===== config.mk =====
export PLATFORM = sky130hd
export DESIGN_NAME = ifetch_axi_master
export DESIGN_NICKNAME = d
export VERILOG_FILES = /design/src/rtl/ifetch_axi_master.sv
export SDC_FILE = /design/constraint.sdc
export NUM_CORES = 1
export LEC_CHECK = 0
export CORE_MARGIN = 2
export CORE_UTILIZATION = 55
export CTS_CLUSTER_SIZE = 12
export DETAILED_ROUTE_END_ITERATION = 10
export PLACE_DENSITY = 0.86
export SYNTH_ARGS = -nofsm -noshare
export SYNTH_HDL_FRONTEND = slang
export SYNTH_SLANG_ARGS = --single-unit

===== constraint.sdc =====
create_clock -name ACLK -period 2.8 [get_ports ACLK]
set_clock_uncertainty 0.05 [all_clocks]
set_input_delay 0.7 -clock ACLK [delete_from_list [all_inputs] [get_ports ACLK]]
set_output_delay 0.7 -clock ACLK [all_outputs]
set_load 0.02 [all_outputs]

===== src/rtl/ifetch_axi_master.sv =====
// Instruction-fetch AXI read master with a single line buffer: hits answer one
// cycle after the request, misses fetch the aligned line with one INCR burst.
`ifndef AXI_ID_BITS
`define AXI_ID_BITS 4
`endif
`ifndef AXI_ADDR_BITS
`define AXI_ADDR_BITS 32
`endif
`ifndef AXI_DATA_BITS
`define AXI_DATA_BITS 32
`endif
`ifndef AXI_LEN_BITS
`define AXI_LEN_BITS 4
`endif
`ifndef AXI_SIZE_BITS
`define AXI_SIZE_BITS 3
`endif

module ifetch_axi_master #(
    parameter logic [`AXI_ID_BITS-1:0] MASTER_ID  = '0,
    parameter int unsigned             LINE_WORDS = 4
) (
    input  logic                       ACLK,
    input  logic                       ARESETn,
    input  logic                       if_req,
    input  logic [31:0]                if_addr,
    input  logic                       if_flush,
    output logic                       if_ack,
    output logic [31:0]                if_rdata,
    output logic                       if_err,
    output logic [`AXI_ID_BITS-1:0]    ARID_M,
    output logic [`AXI_ADDR_BITS-1:0]  ARADDR_M,
    output logic [`AXI_LEN_BITS-1:0]   ARLEN_M,
    output logic [`AXI_SIZE_BITS-1:0]  ARSIZE_M,
    output logic [1:0]                 ARBURST_M,
    output logic                       ARVALID_M,
    input  logic                       ARREADY_M,
    input  logic [`AXI_ID_BITS-1:0]    RID_M,
    input  logic [`AXI_DATA_BITS-1:0]  RDATA_M,
    input  logic [1:0]                 RRESP_M,
    input  logic                       RLAST_M,
    input  logic                       RVALID_M,
    output logic                       RREADY_M
);

    localparam int unsigned WB  = $clog2(LINE_WORDS);
    localparam int unsigned OFF = WB + 2;
    localparam int unsigned CW  = WB + 1;
    localparam int unsigned TW  = 32 - OFF;

    typedef enum logic [1:0] {
        S_IDLE,
        S_AR,
        S_RD,
        S_RESP
    } state_t;

    state_t          state_q, state_d;
    logic            line_valid_q, line_valid_d;
    logic [TW-1:0]   tag_q, tag_d;
    logic [31:0]     buf_q [LINE_WORDS];
    logic [31:0]     buf_d [LINE_WORDS];
    logic [31:0]     araddr_q, araddr_d;
    logic [WB-1:0]   widx_q, widx_d;
    logic            arvalid_q, arvalid_d;
    logic            rready_q, rready_d;
    logic [CW-1:0]   cnt_q, cnt_d;
    logic            err_acc_q, err_acc_d;
    logic            flush_pend_q, flush_pend_d;
    logic            ack_q, ack_d;
    logic [31:0]     rdata_q, rdata_d;
    logic            err_q, err_d;

    logic [WB-1:0]   req_widx;
    logic [TW-1:0]   req_tag;
    logic            hit;
    logic            beat_err;
    logic            err_final;
    logic [31:0]     beat_data;
    logic            unused_addr_lsbs;

    assign req_widx         = if_addr[OFF-1:2];
    assign req_tag          = if_addr[31:OFF];
    assign hit              = line_valid_q && (tag_q == req_tag);
    assign beat_data        = 32'(RDATA_M);
    assign unused_addr_lsbs = ^if_addr[1:0];

    always_comb begin
        state_d      = state_q;
        line_valid_d = line_valid_q;
        tag_d        = tag_q;
        buf_d        = buf_q;
        araddr_d     = araddr_q;
        widx_d       = widx_q;
        arvalid_d    = arvalid_q;
        rready_d     = rready_q;
        cnt_d        = cnt_q;
        err_acc_d    = err_acc_q;
        flush_pend_d = flush_pend_q;
        ack_d        = 1'b0;
        rdata_d      = rdata_q;
        err_d        = err_q;
        beat_err     = 1'b0;
        err_final    = 1'b0;

        case (state_q)
            S_IDLE: begin
                if (if_flush) begin
                    line_valid_d = 1'b0;
                end
                if (if_req) begin
                    // A flush in the same cycle forces the miss path.
                    if (hit && !if_flush) begin
                        rdata_d = buf_q[req_widx];
                        err_d   = 1'b0;
                        ack_d   = 1'b1;
                        state_d = S_RESP;
                    end else begin
                        araddr_d  = {req_tag, {OFF{1'b0}}};
                        widx_d    = req_widx;
                        arvalid_d = 1'b1;
                        state_d   = S_AR;
                    end
                end
            end

            S_AR: begin
                if (if_flush) begin
                    flush_pend_d = 1'b1;
                end
                if (ARREADY_M) begin
                    arvalid_d = 1'b0;
                    rready_d  = 1'b1;
                    cnt_d     = '0;
                    err_acc_d = 1'b0;
                    state_d   = S_RD;
                end
            end

            S_RD: begin
                if (if_flush) begin
                    flush_pend_d = 1'b1;
                end
                if (RVALID_M) begin
                    beat_err = (RRESP_M != 2'b00) || (RID_M != MASTER_ID);
                    // Counter saturates at LINE_WORDS so overrun beats never overwrite the line.
                    if (cnt_q < CW'(LINE_WORDS)) begin
                        buf_d[cnt_q[WB-1:0]] = beat_data;
                        cnt_d                = cnt_q + CW'(1);
                    end else begin
                        beat_err = 1'b1;
                    end
                    if (RLAST_M) begin
                        if (cnt_q != CW'(LINE_WORDS - 1)) begin
                            beat_err = 1'b1;
                        end
                        err_final    = err_acc_q || beat_err;
                        line_valid_d = !(err_final || flush_pend_q || if_flush);
                        tag_d        = araddr_q[31:OFF];
                        rdata_d      = (cnt_q == {1'b0, widx_q}) ? beat_data : buf_q[widx_q];
                        err_d        = err_final;
                        rready_d     = 1'b0;
                        ack_d        = 1'b1;
                        state_d      = S_RESP;
                    end else begin
                        err_acc_d = err_acc_q || beat_err;
                    end
                end
            end

            S_RESP: begin
                if (if_flush) begin
                    line_valid_d = 1'b0;
                end
                flush_pend_d = 1'b0;
                state_d      = S_IDLE;
            end

            default: begin
                state_d = S_IDLE;
            end
        endcase
    end

    always_ff @(posedge ACLK or negedge ARESETn) begin
        if (!ARESETn) begin
            state_q      <= S_IDLE;
            line_valid_q <= 1'b0;
            tag_q        <= '0;
            buf_q        <= '{default: '0};
            araddr_q     <= '0;
            widx_q       <= '0;
            arvalid_q    <= 1'b0;
            rready_q     <= 1'b0;
            cnt_q        <= '0;
            err_acc_q    <= 1'b0;
            flush_pend_q <= 1'b0;
            ack_q        <= 1'b0;
            rdata_q      <= '0;
            err_q        <= 1'b0;
        end else begin
            state_q      <= state_d;
            line_valid_q <= line_valid_d;
            tag_q        <= tag_d;
            buf_q        <= buf_d;
            araddr_q     <= araddr_d;
            widx_q       <= widx_d;
            arvalid_q    <= arvalid_d;
            rready_q     <= rready_d;
            cnt_q        <= cnt_d;
            err_acc_q    <= err_acc_d;
            flush_pend_q <= flush_pend_d;
            ack_q        <= ack_d;
            rdata_q      <= rdata_d;
            err_q        <= err_d;
        end
    end

    assign if_ack    = ack_q;
    assign if_rdata  = rdata_q;
    assign if_err    = err_q;
    assign ARID_M    = MASTER_ID;
    assign ARADDR_M  = `AXI_ADDR_BITS'(araddr_q);
    assign ARLEN_M   = `AXI_LEN_BITS'(LINE_WORDS - 1);
    assign ARSIZE_M  = `AXI_SIZE_BITS'(3'b010);
    assign ARBURST_M = 2'b01;
    assign ARVALID_M = arvalid_q;
    assign RREADY_M  = rready_q;

endmodule


---- Word-level counts from Yosys, hierarchy flattened ----
Cells that the tools add are included.
word-level totals
  register bits ........................... 230
  logic and storage cells ................. 133
  bits in read-only memories .............. 0
  input port bits ......................... 77
  RAM bits ................................ 0
  bits in latches ......................... 0
  output and inout port bits .............. 81
  memories ................................ 0
operators by class
  shift operators ......................... 0
  reductions and logical operators ........ 31
  multiplexer cells ....................... 59
  bitwise logic cells ..................... 4
  equal/unequal tests ..................... 16
  add/sub/neg operators ................... 1
  multiply operators ...................... 0
  div/mod/pow operators ................... 0
  order comparisons ....................... 5
operators with widths
  operator                                                          number
  32-bit 2-to-1 mux                                                 10
  32-bit binary-select mux with 2-bit select                        2
  128-bit bitwise mux                                               1
  32-bit demux with 2-bit select                                    1
  32-bit case mux with 2 select lines                               1
  28-bit equality test                                              1
  1-bit 2-to-1 mux                                                  27
  4-bit AND reduction                                               6
  2-bit != test (second input constant)                             8
  1-bit case mux with 2 select lines                                7
  2-bit nonzero test                                                6
  2-bit 2-to-1 mux                                                  5
  3-bit >= comparator (second input constant)                       3
  3-bit 2-to-1 mux                                                  3
  2-bit inverter with 3-bit output                                  3
  3-bit AND reduction                                               3
  2-bit case mux with 4 select lines                                1
  3-bit case mux with 2 select lines                                1
  1-bit logical OR                                                  5
  5-bit AND reduction                                               1
  2-bit equality test (second input constant)                       2
  2-bit by 1-bit != test with 1-bit output (second input constant)  2
  4-bit nonzero test                                                1
  2-bit OR reduction                                                2
  11 further kinds                                                  14

---- Depth between registers and ports, before layout ----
Gate-level depths: netlist of run 1.
  word-level depth ........................ 16
  depth in mapped cells ................... 9
  mapped depth without buffers ............ 7

---- Worst setup path after synthesis of run 1 ----
OpenSTA, ideal clock, no wires.
  kind .................................... input-to-reg
  start ................................... input if_addr[2]
  end ..................................... register rdata_q[2] (netlist: if_rdata[2])
  library setup time ...................... 0.125 ns
  buffers on the path ..................... 2
  path slack .............................. 0.440 ns
  stages on the path ...................... 6
  data arrival time ....................... 2.186 ns
  path through ............................ clkbuf_1 > buf_2 > mux4_2 > nor2_1 > a21oi_1 > mux2_2
on the way
  longest elaborated chain between the ends .. 7
RTL lines
  item                                                    line  source
  start, declared                                         26    input logic [31:0] if_addr,
  2-bit inverter with 3-bit output (not written as such)  114   rdata_d = buf_q[req_widx];
  32-bit binary-select mux with 2-bit select              114
  32-bit 2-to-1 mux (not written as such) (2 in series)   114
  32-bit 2-to-1 mux                                       113   if (hit && !if_flush) begin
  32-bit 2-to-1 mux                                       111   if (if_req) begin
  32-bit case mux with 2 select lines                     106   case (state_q)
  end signal, assigned                                    214   rdata_q <= rdata_d;
  end, declared                                           71    logic [31:0] rdata_q, rdata_d;
No other way between the ends. The select of a mux whose other input is x is not followed.
A chain may end at the register's enable or synchronous reset.

---- Worst setup path after layout of run 1 ----
  start ................................... input if_addr[26]
  end ..................................... register araddr_q[27] (netlist: ARADDR_M[27])
on the way
  longest elaborated chain between the ends .. 5
RTL lines
  item                           line  source
  28-bit equality test           84    assign hit = line_valid_q && (tag_q == req_tag);
  1-bit logical AND              84
  1-bit logical AND              113
  1-bit inverter (no line)       --
  3-bit AND reduction (no line)  --
  end signal, assigned           206   araddr_q <= araddr_d;
  end, declared                  63    logic [31:0] araddr_q, araddr_d;
No other way between the ends.

==> results of run 1 <==
[cell type report]
type | count | area (µm²)
repair buffers | 168 | 1780
clock buffers | 41 | 798
inverters | 10 | 37.5
well taps | 270 | 338
multi-input cells | 503 | 5390
flip-flops and latches | 230 | 5760
fillers | 1359 | 6210
clock inverters | 6 | 61.3
[synth_stat cells, types with 10 or more instances]
cell type,instances,area share [%]
buf_1,12,0.39
dfrtp_1,230,50
clkbuf_1,21,0.69
xor2_1,27,2.1
nor2_1,36,1.2
nand2_1,15,0.49
inv_1,10,0.33
buf_4,17,1.1
mux2i_1,35,3.1
mux2_2,219,22
mux4_2,64,13
a21oi_1,36,1.6
[kinds of logic (layout without fill, tap and decap cells)]
| logic type | Yosys count | count (layout) | share of synthesized area (%) |
|---|---|---|---|
| muxes | 318 | 318 | 37.2 |
| DFF | 230 | 230 | 50.2 |
| buffers and inverters | 75 | 225 | 3.51 |
| and+or+nand+nor | 72 | 72 | 2.97 |
| AOI/OAI and AO/OA | 57 | 57 | 2.78 |
| xor gates and xnor gates | 30 | 30 | 2.29 |
| adders and majority gates | 9 | 9 | 0.983 |
| other | 2 | 17 | 0.0655 |
[worst max-delay path by stage]
| stage | end | cells after the start |
|---|---|---|
| floorplan | if_rdata[2] | 6 |
| global placement | ARADDR_M[12] | 9 |
| detailed placement | ARADDR_M[27] | 9 |
| CTS | ARADDR_M[27] | 9 |
| global route | ARADDR_M[27] | 9 |
| finish | ARADDR_M[27] | 9 |
[registers in the layout, summed over array words and instances, names as in the netlist]
register / count
RREADY_M: 1
cnt_q: 3
widx_q: 2
state_q: 2
line_valid_q: 1
ARADDR_M: 28
tag_q: 28
buf_q: 128
ARVALID_M: 1
err_acc_q: 1
if_rdata: 32
flush_pend_q: 1
if_err: 1
if_ack: 1
[power groups by stage]
stage               clock (µW)  sequential (µW)  combinational (µW)
floorplan                    0             6250                4920
global route              3560             6230                8190
detailed placement           0             6040                7590
finish                    3340             6020                7580
global placement             0             5900                7350
CTS                       3410             6020                7660
[per-layer routing]
metal  vias up  share of wire, %
li1       3193                 -
met1      3698                40
met2       215                51
met3        36               7.0
met4         0               1.6
met5         -                 0
[worst max-delay path, delay by kind of cell]
family	cells	cell delay, ns
XOR/XNOR	1	0.18
buffers and inverters	3	0.80
multiplexers	1	0.29
AND/OR/NAND/NOR	4	1.01
[stage by stage]
step,hold slack (ns),utilization [%],setup TNS (ns)
after floorplan,0.354,-,0
after global placement,0.433,65.3,-24.82
after detailed placement,0.443,65.3,-25.98
after CTS,0.0912,69.5,0
after global routing,0.103,69.5,0
final,0.0640,69.5,0
==> flow_summary.yaml, run 1 <==
routing:
  avgViaCountPerCell: 5.82
  drt-pass1-iter-count: 5
  drcViolationCount: 0
  wl_um: 24600
  drtAntennaViolNets: 0
  drt_iter0_markers: 350
  wl_per_cell_um: 20.0
  routed-via-count: 7142
synth:
  synth.distinct_cells: 41
  synth_edf_count: 0
  avgSynthCellArea_um2: 14.4
  yosys_warnings: 0
  synthFlopType: "dfrtp_1"
  yosysSeqAreaShare_pct: 50.2
  ys_seq_elements: 230
  syn_area_um2: 11500
  synth_cells: 793
  async_flop_share_pct: 100
worst_setup_path:
  end_kind: "flip-flop"
  start_kind: "input port"
  r2r_start: "tag_q[22]"
  cp_max_fo: 30
  critPathArrivalTime_ns: 3.00
  reg2reg_slack_ns: 0.41
  crit_type: "input port to flip-flop"
  worstPathCellList: "clkdlybuf4s50_1, xor2_1, nor4_1, buf_4, nand4_1, nor3_4, nor2_2, buf_12, mux2_2"
  slowest_stage: "nor4_1"
  crit_required_ns: 3.15
  r2r_cells: 8
  cp-startpoint: "if_addr[26]"
  reg2reg_to: "ARADDR_M[27]"
  critPathMaxStageDelay_ns: 0.45
power:
  p_comb_share_pct: 44.7
  clockPowerShare_pct: 19.7
  switching_share_pct: 33.6
  power.leakage_uw: 0.00610
  p_total_uw: 16900
  peakVddDrop_v: 0.000843
  seqPwrFrac_pct: 35.5
  p_per_area_nw_per_um2: 1200
  cell_internal_pwr_uw: 11300
  power_switching_uw: 5690
final_layout:
  fin_area_um2: 14200
  final_net_count: 1025
  drive_above_1_share_pct: 38.3
  layout_commonest_cell: "dfrtp_1"
  layout.cells.non_filler: 1228
  final_cell_mix: "dfrtp_1, mux2_2, clkdlybuf4s50_1, mux4_2, a21oi_1"
  n_antenna_cell: 0
  syn2layout_area_growth_pct: 23.5
placed_design:
  gp_congestion: 0.754
  place_ws_ns: -0.426
  dp_cells: 1181
  portBuffers: 138
  dp_hpwl_um: 16000
  dpl-instance-area_um2: 13300
hold_path:
  hold_class: "input port to asynchronous set/reset pin"
clock_tree:
  cts_tree: "yes"
  path_clk_slew_ns: 0.06
  cts_hold_buf: 0
  cts_root_buffer: "clkbuf_16"
  clock-sinks: 230
  cts_setup_buffers: 0
  clock_latency_ns: 0.52
  cts_resized: 0
  clk_path_buf_depth: 3
  h-tree-depth: 1
  numCtsBuffers: 26
global_routing:
  use_met1_pct: 29.0
  track_usage_pct: 23.2
  grt_pass1_wl_um: 40500
  antenna_found_initial: 0
  grt_pass1_vias: 7763
  grt_max_degree: 67
  grt_use_met3_pct: 6.01
  grt_busiest_layer: "met2"
  grt.overflow.total: 0
  global_route.usage.met2_pct: 40.7
sta:
  finalMaxSlewViolations: 0
  layout_min_cycle_time_ns: 2.65
  slew_headroom_pct: 64.4
  setup_slack_ns: 0.148
  rsz0062_at_grt: "false"
  hold_viol: 0
  fmax_mhz: 377
  worst_pin_slew_ns: 0.535
  setup_viol_count_final: 0
  post-route-period-util_pct: 94.7
floorplanning:
  pin_count: 158
  die_height_um: 148
  initial_core_util_pct: 56.3
  die_area_um2: 22000
  floorplan.rows: 52
  core_area_um2: 20400
  die_x_um: 148
outcome:
  status: "completed"
run:
  cap_violations: 0
Note: power is estimated with default switching activity, not from simulation.
==> run 2: changes to the inputs <==
==> constraint.sdc (replaced) <==
create_clock -name ACLK -period 2.8 [get_ports ACLK]
set_clock_uncertainty 0.05 [all_clocks]
set_input_delay 0.84 -clock ACLK [delete_from_list [all_inputs] [get_ports ACLK]]
set_output_delay 0.84 -clock ACLK [all_outputs]
set_load 0.02 [all_outputs]
==> run 2 against run 1 <==
Effect of this change:
- non-clock buffer count increased by 9
- die area stayed put
- cell count up 0.41%
- critical path depth is the same
- flip-flop and latch count unchanged
- cell area grew 0.50%
- global-route usage is 0.66 points higher
- critical path type unchanged
- critical endpoint is now if_rdata[11]
- highest routed layer unchanged
==> flow_summary.yaml, run 2 (synthesis gave the netlist of run 1 again) <==
outcome:
  status: "completed"
routing:
  wl_um: 25500
  avgViaCountPerCell: 5.86
  drcViolationCount: 0
  drt-pass1-iter-count: 4
  drt_iter0_markers: 374
  routed-via-count: 7225
  wl_per_cell_um: 20.7
  drtAntennaViolNets: 0
floorplanning:
  core_area_um2: 20400
  floorplan.rows: 52
  pin_count: 158
  die_height_um: 148
  initial_core_util_pct: 56.3
  die_x_um: 148
  die_area_um2: 22000
sta:
  fin_setup_tns_ns: 0
  hold_viol: 0
  worst_pin_slew_ns: 0.604
  layout_min_cycle_time_ns: 2.65
  setup_viol_count_final: 0
  post-route-period-util_pct: 94.8
  fmax_mhz: 377
  finalMaxSlewViolations: 0
  rsz0062_at_grt: "false"
  slew_headroom_pct: 59.7
power:
  cell_internal_pwr_uw: 11200
  clockPowerShare_pct: 19.2
  p_total_uw: 17000
  peakVddDrop_v: 0.000766
  seqPwrFrac_pct: 35.5
  p_per_area_nw_per_um2: 1190
  p_comb_share_pct: 45.3
  power_switching_uw: 5740
  power.leakage_uw: 0.00613
  switching_share_pct: 33.9
global_routing:
  track_usage_pct: 23.8
  grt_max_degree: 69
  grt_pass1_wl_um: 41400
  grt_pass1_vias: 7897
  grt.overflow.total: 0
  antenna_found_initial: 1
final_layout:
  syn2layout_area_growth_pct: 24.2
  layout.cells.non_filler: 1233
  layout_commonest_cell: "dfrtp_1"
  largest_reg_flops: 128
  final_net_count: 1033
  drive_above_1_share_pct: 39.0
  final_core_util_pct: 69.9
  final_cell_mix: "dfrtp_1, mux2_2, clkdlybuf4s50_1, mux4_2, a21oi_1"
  regMostFlops: "buf_q"
placed_design:
  dp_hpwl_um: 16300
  portBuffers: 138
  gp_congestion: 0.749
  dp_cells: 1190
clock_tree:
  clock_latency_ns: 0.52
  clk_path_buf_depth: 3
  clock-sinks: 230
  cts_root_buffer: "clkbuf_16"
  cts_hold_buf: 0
  numCtsBuffers: 25
  path_clk_slew_ns: 0.06
  cts_tree: "yes"
  h-tree-depth: 1
worst_setup_path:
  cp_max_fo: 18
  end_kind: "flip-flop"
  start_kind: "input port"
  critPathArrivalTime_ns: 3.00
  crit_required_ns: 3.14
  crit_type: "input port to flip-flop"
run:
  cap_violations: 0
hold_path:
  hold_class: "input port to asynchronous set/reset pin"
-- run 2: cell type report --
class,count,area (µm²)
clock buffer,36,727
fill,1381,6140
inverter,10,37.5
antenna,1,2.50
multi-input combinational,503,5400
tap,270,338
sequential,230,5760
clock inverter,6,83.8
timing repair buffer,177,1880
-- run 2: worst paths after layout --
path / startpoint / to / slack, ns / cells past startpoint
max reg2reg: tag_q[24] / if_rdata[11] / 0.54 / 8
min reg2reg: if_rdata[6] / if_rdata[6] / 0.45 / 1
max in group asynchronous: ARESETn / buf_q[97] / 1.78 / 2
min in group ACLK: if_rdata[6] / if_rdata[6] / 0.45 / 1
min: ARESETn / buf_q[60] / 0.22 / 1
max: if_addr[28] / if_rdata[11] / 0.15 / 9
-- run 2: what timing repair did --
item                       in CTS  in global routing
buffers inserted                0                  0
resized for setup               0                  2
setup endpoints to repair       0                 62
-- run 2: stage by stage --
stage | cell area (µm²) | hold WS (ns) | setup slack, ns
floorplan | 11500 | 0.422 | 0.300
global placement | 13400 | 0.436 | -0.531
global route | 14200 | 0.271 | 0.00832
finish | 14200 | 0.215 | 0.145
detailed placement | 13400 | 0.443 | -0.483
CTS | 14200 | 0.251 | 0.0168
-- run 2: power by group through the flow --
stage                     Clock (µW)  Combinational (µW)  Sequential (µW)
after floorplan                    0                4920             6250
after global placement             0                7380             5890
after detailed placement           0                7630             6040
after CTS                       3310                7740             6010
after global routing            3460                8260             6220
final                           3260                7680             6020
-- run 2: layer usage --
| metal | vias to the layer above | part of all wire (%) | global-route usage, % |
|---|---|---|---|
| met4 | 0 | 2.1 | 7.14 |
| met3 | 43 | 6.8 | 6.13 |
| met1 | 3741 | 40 | 30.0 |
| li1 | 3221 | - | - |
| met2 | 220 | 51 | 40.9 |
| met5 | - | 0 | 0 |
-- run 2: critical path, cell delays in order --
cell and delay [ns]:
clkdlybuf4s50_1 0.44, xor2_1 0.18, nor4_2 0.32, buf_4 0.17, nand4_1 0.16, nor3_4 0.31
o21ai_4 0.11, buf_12 0.17, mux2_2 0.28
